## src/rtl/load_store_unit.sv

```systemverilog
// load_store_unit: RISC-V load/store initiator with sign/zero-extended loads, RMW sub-word stores, optional LSU_MISALIGN_TRAP_EN misalignment trap
module load_store_unit #(
  parameter int unsigned RD_LATENCY = 1
) (
  input  logic        clk_in,
  input  logic        rst_low_in,
  input  logic        req_valid_in,
  output logic        req_ready_out,
  input  logic        req_we_in,
  input  logic [2:0]  req_funct3_in,
  input  logic [31:0] req_addr_in,
  input  logic [31:0] req_wr_data_in,
  output logic        resp_valid_out,
  output logic [31:0] resp_rd_data_out,
  output logic        resp_err_out,
  output logic [31:0] mem_addr_out,
  output logic [31:0] mem_wr_data_out,
  input  logic [31:0] mem_rd_data_in,
  output logic        mem_we_out,
  output logic        busy_out
);
  typedef enum logic [1:0] {IDLE, READ, WRITE, RESP} state_t;
  state_t state, state_nx;
  logic [31:0] addr_q, wdata_q, rd_word_q, rd_data_q;
  logic [2:0] f3_q;
  logic we_q, err_q;
  logic [1:0] cnt;
  logic accept, req_w, mis_req, last_rd, is_b, is_h, uns;
  logic [7:0] byte_v;
  logic [15:0] half_v;
  logic [31:0] ld_val, wide, mask, merged;
  assign accept = state == IDLE && req_valid_in;
  assign req_w = req_funct3_in[1];
`ifdef LSU_MISALIGN_TRAP_EN
  assign mis_req = (req_funct3_in[1:0] == 2'b01 && req_addr_in[0]) || (req_w && req_addr_in[1:0] != 2'b00);
`else
  assign mis_req = 1'b0;
`endif
  assign last_rd = cnt == 2'(RD_LATENCY);
  assign is_b = f3_q[1:0] == 2'b00;
  assign is_h = f3_q[1:0] == 2'b01;
  assign uns = f3_q[2];
  assign byte_v = 8'(mem_rd_data_in >> {addr_q[1:0], 3'b000});
  assign half_v = addr_q[1] ? mem_rd_data_in[31:16] : mem_rd_data_in[15:0];
  assign ld_val = is_b ? {{24{~uns & byte_v[7]}}, byte_v} : is_h ? {{16{~uns & half_v[15]}}, half_v} : mem_rd_data_in;
  assign wide = is_b ? {4{wdata_q[7:0]}} : is_h ? {2{wdata_q[15:0]}} : wdata_q;
  assign mask = is_b ? 32'hFF << {addr_q[1:0], 3'b000} : is_h ? (addr_q[1] ? 32'hFFFF_0000 : 32'h0000_FFFF) : '1;
  assign merged = (rd_word_q & ~mask) | (wide & mask);
  always_ff @(posedge clk_in or negedge rst_low_in)
    if (!rst_low_in) state <= IDLE;
    else state <= state_nx;
  always_comb
    state_nx = state == IDLE ? (req_valid_in ? (mis_req ? RESP : (req_we_in && req_w) ? WRITE : READ) : IDLE) :
               state == READ ? (last_rd ? (we_q ? WRITE : RESP) : READ) :
               state == WRITE ? RESP : IDLE;
  always_ff @(posedge clk_in or negedge rst_low_in) begin
    if (!rst_low_in) begin
      addr_q <= '0;
      wdata_q <= '0;
      rd_word_q <= '0;
      rd_data_q <= '0;
      f3_q <= '0;
      we_q <= 1'b0;
      err_q <= 1'b0;
      cnt <= '0;
    end else begin
      if (accept) begin
        addr_q <= req_addr_in;
        wdata_q <= req_wr_data_in;
        f3_q <= req_funct3_in;
        we_q <= req_we_in;
        err_q <= mis_req;
        cnt <= '0;
        if (mis_req) rd_data_q <= '0;
      end
      if (state == READ) begin
        cnt <= cnt + 2'd1;
        if (last_rd) begin
          rd_word_q <= mem_rd_data_in;
          if (!we_q) rd_data_q <= ld_val;
        end
      end
      if (state == WRITE) rd_data_q <= '0;
    end
  end
  assign req_ready_out = state == IDLE;
  assign busy_out = state != IDLE;
  assign resp_valid_out = state == RESP;
  assign resp_err_out = resp_valid_out & err_q;
  assign resp_rd_data_out = rd_data_q;
  assign mem_we_out = state == WRITE;
  assign mem_addr_out = (state == READ || state == WRITE) ? {addr_q[31:2], 2'b00} : '0;
  assign mem_wr_data_out = mem_we_out ? merged : '0;
endmodule

```

## config.mk

```make
export PLATFORM = sky130hd
export DESIGN_NAME = load_store_unit
export DESIGN_NICKNAME = d
export VERILOG_FILES = /design/src/rtl/load_store_unit.sv
export SDC_FILE = /design/constraint.sdc
export NUM_CORES = 1
export LEC_CHECK = 0
export CAP_MARGIN = 25
export CELL_PAD_IN_SITES_DETAIL_PLACEMENT = 1
export CELL_PAD_IN_SITES_GLOBAL_PLACEMENT = 1
export CORE_ASPECT_RATIO = 1.75
export CORE_MARGIN = 2
export CORE_UTILIZATION = 33
export DETAILED_ROUTE_END_ITERATION = 8
export HOLD_SLACK_MARGIN = 0.08
export MAX_ROUTING_LAYER = met4
export PLACE_DENSITY_LB_ADDON = 0.1
export SLEW_MARGIN = 20
export SYNTH_ARGS = -nofsm -noshare
export SYNTH_HDL_FRONTEND = slang
export SYNTH_SLANG_ARGS = --single-unit
export TNS_END_PERCENT = 10
```

## constraint.sdc

```tcl
create_clock -name clk_in -period 1.7 [get_ports clk_in]
set_input_delay 0.255 -clock clk_in [delete_from_list [all_inputs] [get_ports clk_in]]
set_output_delay 0.255 -clock clk_in [all_outputs]
set_load 0.005 [all_outputs]
```

==> impl_metrics.csv, run 1 <==
group,metric,value,unit
floorplanning,ios,204,
floorplanning,core_area,20370,µm²
timing,slew_viol_final,0,
timing,setup_violations,95,
flow_run,maxCapViolCount,0,
detailed_routing,drt-wirelength-per-cell,22.60,µm
logic_synthesis,ys_seq_area_frac,0.4955,
cells_and_area,area_delta_synth_final,56.88,%
clock_network,h-tree-depth,4,
placement,io_buffers,200,
logic_synthesis,syn-cell-area,6868,µm²
setup_path,path_class,"flop to output pin",
status,status,"finished with violations",
placement,dp_hpwl,19.69,mm
power_and_ir_drop,total_power,21.69,mW
cells_and_area,multi_input_area,3462,µm²
status,violations,"DRC, setup timing",
clock_network,cts.clk_slew.worst_paths,60,ps
logic_synthesis,synthArstFlopShare,1.000,
setup_path,cp_max_fo,4,
setup_path,required,1440,ps
cells_and_area,drive_gt1_frac,0.4324,
detailed_routing,drt-pass1-iter-count,8,
setup_path,worst_r2r_path_depth,10,
detailed_routing,ant_nets,0,
power_and_ir_drop,p_leak,4.936,nW
timing,layout_min_cycle_time,2177,ps
detailed_routing,vias,5925,
min_path,hold_class,"input pin to async pin",
detailed_routing,vias_per_cell,5.184,
detailed_routing,routed_wl,25.83,mm
setup_path,end_kind,"output pin",
timing,setup_tns,-31780,ps
logic_synthesis,yosys_warnings,0,
logic_synthesis,yosysUniqueCellTypes,42,
global_routing,grt_max_degree,50,
timing,fmax,459.3,MHz
cells_and_area,fin_util,0.5288,
clock_network,insertion_delay,430,ps
logic_synthesis,synthTopCellsByArea,"dfrtp_1 50%, mux2_2 16%, mux2i_1 4.1%",
cells_and_area,final.fill_count,2192,
clock_network,numCtsBuffers,17,
detailed_routing,drc,15,
timing,min_period_over_period,1.281,
global_routing,grt_overflow,0,
timing,hold_viol_final,0,
logic_synthesis,synth_largest_area_cell,"dfrtp_1",
detailed_routing,dr.first_iter.drc_count,201,
cells_and_area,fin_nets,991,
floorplanning,design.die.area,22030,µm²
floorplanning,rows,69,
logic_synthesis,avgSynthCellArea,11.72,µm²
floorplanning,start_util,0.3371,
logic_synthesis,postSynthCellCount,586,
setup_path,r2r_start,"state[0]$_DFF_PN0_",
floorplanning,die_h,194.8,µm
setup_path,critical_path_arrival,1920,ps
global_routing,grt_pass1_wl,39.61,mm
cells_and_area,diodes,0,
placement,gp_congestion,0.9496,
clock_network,tritoncts,"yes",
clock_network,root_buffer,"clkbuf_16",
clock_network,clk_path_buf_depth,2,
logic_synthesis,synth.most_common_cell,"dfrtp_1",
global_routing,antenna_found_initial,0,
floorplanning,die_w,113.1,µm
logic_synthesis,ys.flop_type,"dfrtp_1",
logic_synthesis,synth_top_area_frac,0.4955,
timing,grt_setup_unrepaired,"yes",
setup_path,start_kind,"flop",
logic_synthesis,synthTopCellsByCount,"136 x dfrtp_1, 99 x mux2_2, 56 x nand2_1",
timing,fin_skew,8.654,ps
logic_synthesis,ys_ff_latch,136,
clock_network,cts_sinks,136,
setup_path,crit_start,"f3_q[0]$_DFFE_PN0P_",
power_and_ir_drop,irDropWorstVdd,0.7975,mV
timing,worst_slack,-477.4,ps
power_and_ir_drop,p_per_area,2014,nW/µm²
cells_and_area,seq_area,3407,µm²
logic_synthesis,synth_edf_count,0,
global_routing,grt_pass1_vias,6835,
global_routing,track_usage,0.2460,
[timing repair]
action                     CTS  global route
hold endpoints to repair   136             0
gates cloned                 1             2
setup endpoints to repair   98           126
resized for setup          277            72
pin swaps                   40            28
buffers inserted            21             7
hold buffers                 1             0
[layout make-up]
type / count / area share
multi-input cells: 394 / 0.3213
flip-flops and latches: 136 / 0.3162
repair buffers: 321 / 0.2753
clock buffers: 21 / 0.04274
well taps: 248 / 0.02880
clock inverters: 11 / 0.01138
inverters: 12 / 0.004181
[where the power goes]
part	switching (mW)	internal, mW	total [mW]
Clock	1.46	2.23	3.69
Combinational	5.13	6.83	12.0
Sequential	1.19	4.85	6.05
[routing by layer]
metal / up-vias / part of all wire / wire [µm] / global-route usage
met1: 2945 / 0.34 / 8781 / 0.2396
met4: 0 / 0.059 / 1516 / 0.1477
met3: 58 / 0.047 / 1203 / 0.04303
met5: - / 0 / 0 / -
li1: 2713 / - / - / -
met2: 209 / 0.55 / 14330 / 0.4458
[cells by family after synthesis]
group / Yosys count / share of synthesized area
buf+inv: 59 / 0.03990
simple gates: 139 / 0.1013
compound gates: 112 / 0.1284
flops: 136 / 0.4955
fa+ha+maj: 6 / 0.01093
other cells: 1 / 0.0005460
mux: 133 / 0.2234
[metrics by stage]
step	instances	worst slack, ps	area (µm²)	hold slack (ps)
5_1_grt	1143	-560.4	10770	230.4
3_5_place_dp	1083	-492.4	9869	78.58
3_3_place_gp	1083	-447.0	9869	71.96
4_1_cts	1137	-528.8	10700	205.6
6_report	1143	-477.4	10770	220.5
2_1_floorplan	588	-58.04	6930	-40.59
[critical path, cell delays in order (launching register included)]
cell and delay, ps:
dfrtp_2 440, nand2b_4 170, a21oi_4 170, buf_12 130, buf_8 110, mux2i_1 250
nor2b_1 80, buf_2 150
[state kept, by name, summed over array words and instances, names as in the netlist]
register and flops:
addr_q 32, cnt 2, f3_q 3, rd_word_q 32, resp_rd_data_out 32, state 2, wdata_q 32, we_q 1
[cells in the final DEF (no fill, tap or decap), types with 4 or more instances in the layout]
cell,count
o21ai_2,5
mux2_2,99
a32oi_1,4
o211a_1,16
o21ai_1,8
clkbuf_2,21
o22ai_1,5
nand2b_1,8
buf_4,81
buf_8,5
nor2_1,7
mux2i_2,5
o211ai_1,8
and2_1,17
clkbuf_16,18
buf_6,28
clkdlybuf4s50_1,134
nor2b_1,5
nand3_1,10
inv_1,9
a221o_1,20
a21oi_1,4
buf_2,34
ha_1,4
a211oi_1,7
mux2i_1,22
o2bb2ai_1,8
dfrtp_1,133
a21boi_2,5
mux4_2,5
nand2_1,52
o21ai_0,8
and2_4,13
buf_12,14
clkinv_2,4
nor2b_2,4
nand3_2,7
[path summary, 6_finish.rpt]
path | end | slack [ps]
hold / removal | rd_word_q[16]$_DFFE_PN0P_ | 220
hold reg to reg | resp_rd_data_out[13]$_DFFE_PN0P_ | 490
max in group asynchronous | addr_q[12]$_DFFE_PN0P_ | 800
setup / recovery | mem_wr_data_out[6] | -480
min in group clk_in | addr_q[20]$_DFFE_PN0P_ | 430
setup reg to reg | resp_rd_data_out[26]$_DFFE_PN0P_ | -430
Power figures use the tool's default switching activity.
==> run 2: changes to the inputs <==
- CAP_MARGIN: 25 -> 20
- MAX_ROUTING_LAYER: met4 -> default
==> run 2 against run 1 <==
  * Hold slack got worse by 0.88 ps
  * Register-to-register slack improved by 90 ps
  * Clock power shrank 1%
  * The flow still finishes with violations (DRC, setup timing)
  * Combinational power increased by 3%
==> impl_metrics.csv, run 2 (synthesis results as in run 1) <==
group,metric,value,unit
cells_and_area,drive_gt1_frac,0.4432,
power_and_ir_drop,switching_power,7.827,mW
detailed_routing,routed_wl,25.39,mm
global_routing,grt_overflow,0,
clock_network,numCtsBuffers,17,
flow_run,maxCapViolCount,0,
placement,dp_hpwl,19.35,mm
setup_path,end_kind,"output pin",
detailed_routing,drt-wirelength-per-cell,22.33,µm
clock_network,tritoncts,"yes",
floorplanning,start_util,0.3371,
setup_path,start_kind,"flop",
detailed_routing,drt-pass1-iter-count,6,
floorplanning,die_h,194.8,µm
detailed_routing,dr.first_iter.drc_count,225,
clock_network,clk_path_buf_depth,2,
floorplanning,core_area,20370,µm²
setup_path,cp_max_fo,7,
clock_network,root_buffer,"clkbuf_16",
setup_path,worst_r2r_path_depth,10,
power_and_ir_drop,p_leak,4.898,nW
placement,place_inst,1083,
timing,slew_viol_final,0,
power_and_ir_drop,irDropWorstVdd,1.072,mV
detailed_routing,vias_per_cell,5.247,
power_and_ir_drop,power_frac_clock,0.165,
detailed_routing,vias,5966,
floorplanning,die_w,113.1,µm
setup_path,rr_endpoint,"resp_rd_data_out[18]$_DFFE_PN0P_",
floorplanning,ios,204,
clock_network,h-tree-depth,4,
timing,worst_slack,-475.6,ps
clock_network,cts.clk_slew.worst_paths,60,ps
power_and_ir_drop,switching_share,0.3546,
setup_path,path_class,"flop to output pin",
clock_network,cts_sinks,136,
status,violations,"DRC, setup timing",
timing,fmax,459.6,MHz
detailed_routing,ant_nets,0,
timing,grt_setup_unrepaired,"yes",
cells_and_area,layout_common_cells,"134 x dfrtp_1, 134 x clkdlybuf4s50_1, 99 x mux2_2",
timing,layout_min_cycle_time,2176,ps
placement,gp_congestion,0.9131,
setup_path,required,1440,ps
cells_and_area,fin_nets,985,
cells_and_area,area_delta_synth_final,58.70,%
global_routing,grt_max_degree,50,
power_and_ir_drop,sequentialPowerShare,0.274,
timing,fin_skew,11.85,ps
setup_path,r2r_start,"state[0]$_DFF_PN0_",
status,status,"finished with violations",
power_and_ir_drop,combPwrFrac,0.561,
setup_path,ff2ff_setup_slack,-340,ps
global_routing,antenna_found_initial,0,
power_and_ir_drop,internal_power,14.25,mW
floorplanning,design.die.area,22030,µm²
min_path,hold_class,"input pin to async pin",
clock_network,insertion_delay,420,ps
setup_path,critical_path_arrival,1920,ps
global_routing,grt_pass1_wl,38.89,mm
timing,setup_tns,-28890,ps
global_routing,track_usage,0.2344,
cells_and_area,layout.cells.non_filler,1137,
timing,min_period_over_period,1.280,
detailed_routing,drc,15,
timing,hold_viol_final,0,
floorplanning,rows,69,
timing,setup_violations,95,
cells_and_area,diodes,0,
global_routing,grt_pass1_vias,6736,
power_and_ir_drop,p_per_area,2025,nW/µm²
placement,io_buffers,200,
run 2: cell type report:
| cell class | count | area, µm² |
|---|---|---|
| fillers | 2180 | 9475 |
| multi-input cells | 393 | 3537 |
| flip-flops and latches | 136 | 3406 |
| repair buffers | 316 | 3025 |
| clock buffers | 23 | 478.0 |
| well taps | 248 | 310.3 |
| clock inverters | 9 | 97.59 |
| inverters | 12 | 45.04 |
run 2: per-stage QoR:
stage / power, mW / setup slack (ps) / util / instance area (µm²) / hold slack (ps)
after floorplan: 11.00 / -58.04 / - / 6930 / -40.59
after global placement: 16.31 / -477.5 / 0.4844 / 9869 / 71.77
after detailed placement: 16.68 / -479.9 / 0.4844 / 9869 / 76.72
after CTS: 21.93 / -512.5 / 0.5332 / 10860 / 202.4
after global routing: 23.36 / -532.3 / 0.5349 / 10900 / 220.8
final: 22.07 / -475.6 / 0.5349 / 10900 / 219.6
run 2: routing by layer:
layer	GRT usage	share of wire	vias up
li1	-	-	2692
met1	0.2312	0.33	3025
met2	0.4382	0.55	201
met3	0.05519	0.056	48
met4	0.1319	0.058	0
met5	0	0	-
run 2: worst max-delay path by stage:
stage / start / to / slack (ps) / depth (start not counted)
3_5_place_dp: f3_q[0]$_DFFE_PN0P_ / mem_wr_data_out[20] / -480 / 7
4_1_cts: f3_q[0]$_DFFE_PN0P_ / mem_wr_data_out[9] / -510 / 8
5_1_grt: f3_q[0]$_DFFE_PN0P_ / mem_wr_data_out[15] / -530 / 8
6_report: f3_q[0]$_DFFE_PN0P_ / mem_wr_data_out[15] / -480 / 8
2_1_floorplan: state[1]$_DFF_PN0_ / rd_word_q[10]$_DFFE_PN0P_ / -60 / 6
3_3_place_gp: f3_q[0]$_DFFE_PN0P_ / mem_wr_data_out[21] / -480 / 7
run 2: worst max-delay path: stages, from the launching register on:
cell and delay, ps:
dfrtp_1 420, buf_6 140, buf_8 120, nor2_4 110, o21ai_4 90, buf_12 150
buf_8 120, o211a_4 240, buf_6 110
run 2: what timing repair did:
| item | 4_1_cts | 5_1_grt |
|---|---|---|
| buffers inserted | 19 | 2 |
| cloned | 2 | 0 |
| hold endpoints to repair | 136 | 0 |
| setup endpoints to repair | 98 | 124 |
| pin swaps | 37 | 15 |
| hold buffers | 1 | 0 |
| resized for setup | 322 | 52 |
run 2: power groups by stage:
| stage | Clock (mW) | Combinational [mW] | Sequential (mW) |
|---|---|---|---|
| after global routing | 3.87 | 13.3 | 6.23 |
| after CTS | 3.72 | 12.2 | 6.03 |
| final | 3.64 | 12.4 | 6.06 |
| after detailed placement | 0 | 10.7 | 5.98 |
| after global placement | 0 | 10.4 | 5.89 |
| after floorplan | 0 | 5.43 | 5.57 |
==> run 3: changes to the inputs <==
==> constraint.sdc (replaced) <==
create_clock -name clk_in -period 1.7 [get_ports clk_in]
set_input_delay 0.425 -clock clk_in [delete_from_list [all_inputs] [get_ports clk_in]]
set_output_delay 0.425 -clock clk_in [all_outputs]
set_load 0.005 [all_outputs]
==> run 3 against run 2 <==
  * The run still ends with DRC, setup timing left
  * Die area unchanged
  * Non-clock buffer count increased by 5
  * Core utilization increased by 1.2 points
  * Critical endpoint is now mem_wr_data_out[6]
  * Critical path depth unchanged
  * Hold slack improved by 260 ps
  * Largest power group unchanged
==> impl_metrics.csv, run 3 (synthesis results as in run 1) <==
group,metric,value,unit
detailed_routing,drc,14,
cells_and_area,drive_gt1_frac,0.4681,
detailed_routing,dr.first_iter.drc_count,197,
clock_network,insertion_delay,430,ps
cells_and_area,mostFrequentLayoutCell,"dfrtp_1",
cells_and_area,layout_common_cells,"133 x dfrtp_1, 101 x clkdlybuf4s50_1, 97 x mux2_2",
min_path,hold_class,"flop to flop",
min_path,holdCritStartpoint,"resp_rd_data_out[5]$_DFFE_PN0P_",
status,violations,"DRC, setup timing",
cells_and_area,final.fill_count,2118,
setup_path,crit_start,"f3_q[0]$_DFFE_PN0P_",
timing,slew_headroom,0.5526,
cells_and_area,area_delta_synth_final,62.31,%
power_and_ir_drop,sequentialPowerShare,0.262,
detailed_routing,drt-wirelength-per-cell,23.22,µm
clock_network,cts_sinks,136,
global_routing,grt_pass1_vias,6844,
detailed_routing,vias,6043,
global_routing,antenna_found_initial,0,
timing,min_period_over_period,1.426,
floorplanning,die_w,113.1,µm
flow_run,maxCapViolCount,0,
global_routing,grt_overflow,0,
power_and_ir_drop,combPwrFrac,0.570,
floorplanning,rows,69,
clock_network,numCtsBuffers,17,
timing,slew_viol_final,0,
setup_path,r2r_start,"state[0]$_DFF_PN0_",
floorplanning,core_area,20370,µm²
detailed_routing,routed_wl,26.50,mm
clock_network,cts.clk_slew.worst_paths,60,ps
floorplanning,die_h,194.8,µm
detailed_routing,vias_per_cell,5.296,
floorplanning,start_util,0.3371,
global_routing,grt_max_degree,41,
floorplanning,ios,204,
placement,gp_congestion,0.8370,
setup_path,start_kind,"flop",
power_and_ir_drop,switching_share,0.3563,
cells_and_area,postLayoutCellArea,11150,µm²
placement,place_inst,1082,
setup_path,end_kind,"output pin",
detailed_routing,ant_nets,0,
power_and_ir_drop,irDropWorstVdd,1.408,mV
power_and_ir_drop,p_leak,5.156,nW
placement,dpl-instance-area,9864,µm²
cells_and_area,fin_nets,990,
placement,dp_hpwl,19.16,mm
global_routing,track_usage,0.2401,
timing,grt_setup_unrepaired,"yes",
floorplanning,design.die.area,22030,µm²
timing,hold_viol_final,0,
timing,fmax,412.6,MHz
clock_network,h-tree-depth,4,
setup_path,path_class,"flop to output pin",
status,status,"finished with violations",
power_and_ir_drop,total_power,22.99,mW
timing,fin_skew,9.237,ps
timing,setup_violations,124,
clock_network,clk_path_buf_depth,2,
power_and_ir_drop,p_per_area,2062,nW/µm²
timing,timing.hold.ws,482.6,ps
setup_path,required,1270,ps
power_and_ir_drop,internal_power,14.80,mW
timing,worst_pin_slew,669.8,ps
setup_path,critical_path_arrival,2000,ps
clock_network,tritoncts,"yes",
cells_and_area,layout.cells.non_filler,1141,
timing,layout_min_cycle_time,2424,ps
global_routing,grt_pass1_wl,39.72,mm
power_and_ir_drop,switching_power,8.191,mW
setup_path,cp_max_fo,3,
timing,worst_slack,-723.8,ps
cells_and_area,diodes,0,
clock_network,root_buffer,"clkbuf_16",
power_and_ir_drop,power_frac_clock,0.168,
detailed_routing,drt-pass1-iter-count,7,
placement,io_buffers,200,
-- run 3: cell count changes in the layout (fill, tap and decap cells not counted), sizes merged --
cell and delta:
bufinv +1, buf +7, clkbuf +6, clkdlybuf4s50 -33
clkdlybuf4s15 -8, dlygate4sd2 +33, clkinv -2
-- run 3: layout make-up --
class                   count  area, µm²  area share
flip-flops and latches    136       3407      0.3056
clock buffers              23      498.0     0.04467
multi-input cells         393       3636      0.3262
repair buffers            321       3133      0.2811
clock inverters             8      117.6     0.01055
inverters                  12      45.04    0.004041
well taps                 248      310.3     0.02784
-- run 3: worst paths after layout --
kind                                               endpoint  slack [ps]  depth (start not counted)
setup / recovery                         mem_wr_data_out[6]        -720                          8
hold / removal              resp_rd_data_out[5]$_DFFE_PN0P_         480                          2
setup reg to reg           resp_rd_data_out[23]$_DFFE_PN0P_        -410                         11
hold reg to reg             resp_rd_data_out[5]$_DFFE_PN0P_         480                          2
max in group asynchronous          rd_word_q[2]$_DFFE_PN0P_         640                          3
min in group asynchronous            wdata_q[1]$_DFFE_PN0P_         510                          2
-- run 3: through the flow --
stage	utilization	setup TNS (ps)	worst slack [ps]
2_1_floorplan	-	-2060	-87.35
3_3_place_gp	0.4842	-42290	-628.5
3_5_place_dp	0.4842	-46400	-681.6
4_1_cts	0.5351	-43390	-743.4
5_1_grt	0.5471	-58190	-793.6
6_report	0.5471	-50230	-723.8
-- run 3: power by group through the flow --
stage	combinational [mW]	clock (mW)	sequential (mW)
3_5_place_dp	10.5	0	5.88
5_1_grt	14.0	4.09	6.20
3_3_place_gp	10.2	0	5.78
6_report	13.1	3.86	6.03
2_1_floorplan	5.43	0	5.57
4_1_cts	12.1	3.95	5.96
-- run 3: metal layers --
metal | vias up | share of wire | global-route usage
li1 | 2711 | - | -
met1 | 3057 | 0.33 | 0.2413
met2 | 216 | 0.55 | 0.4402
met3 | 59 | 0.056 | 0.06080
met4 | 0 | 0.059 | 0.1369
met5 | - | 0 | 0
-- run 3: what timing repair did --
item,4_1_cts,5_1_grt
cloned,4,2
endpoints found under the hold margin,36,0
pin swaps,30,33
hold buffers,1,0
setup endpoints to repair,168,153
gates resized for setup,360,96
setup buffers,16,7
-- run 3: worst max-delay path: stages, from the launching register on --
cell and delay, ps:
dfrtp_2 420, buf_6 120, nand2b_4 150, a21oi_4 180
buf_12 130, buf_8 110, mux2i_2 250, nor2b_1 70
buf_2 140
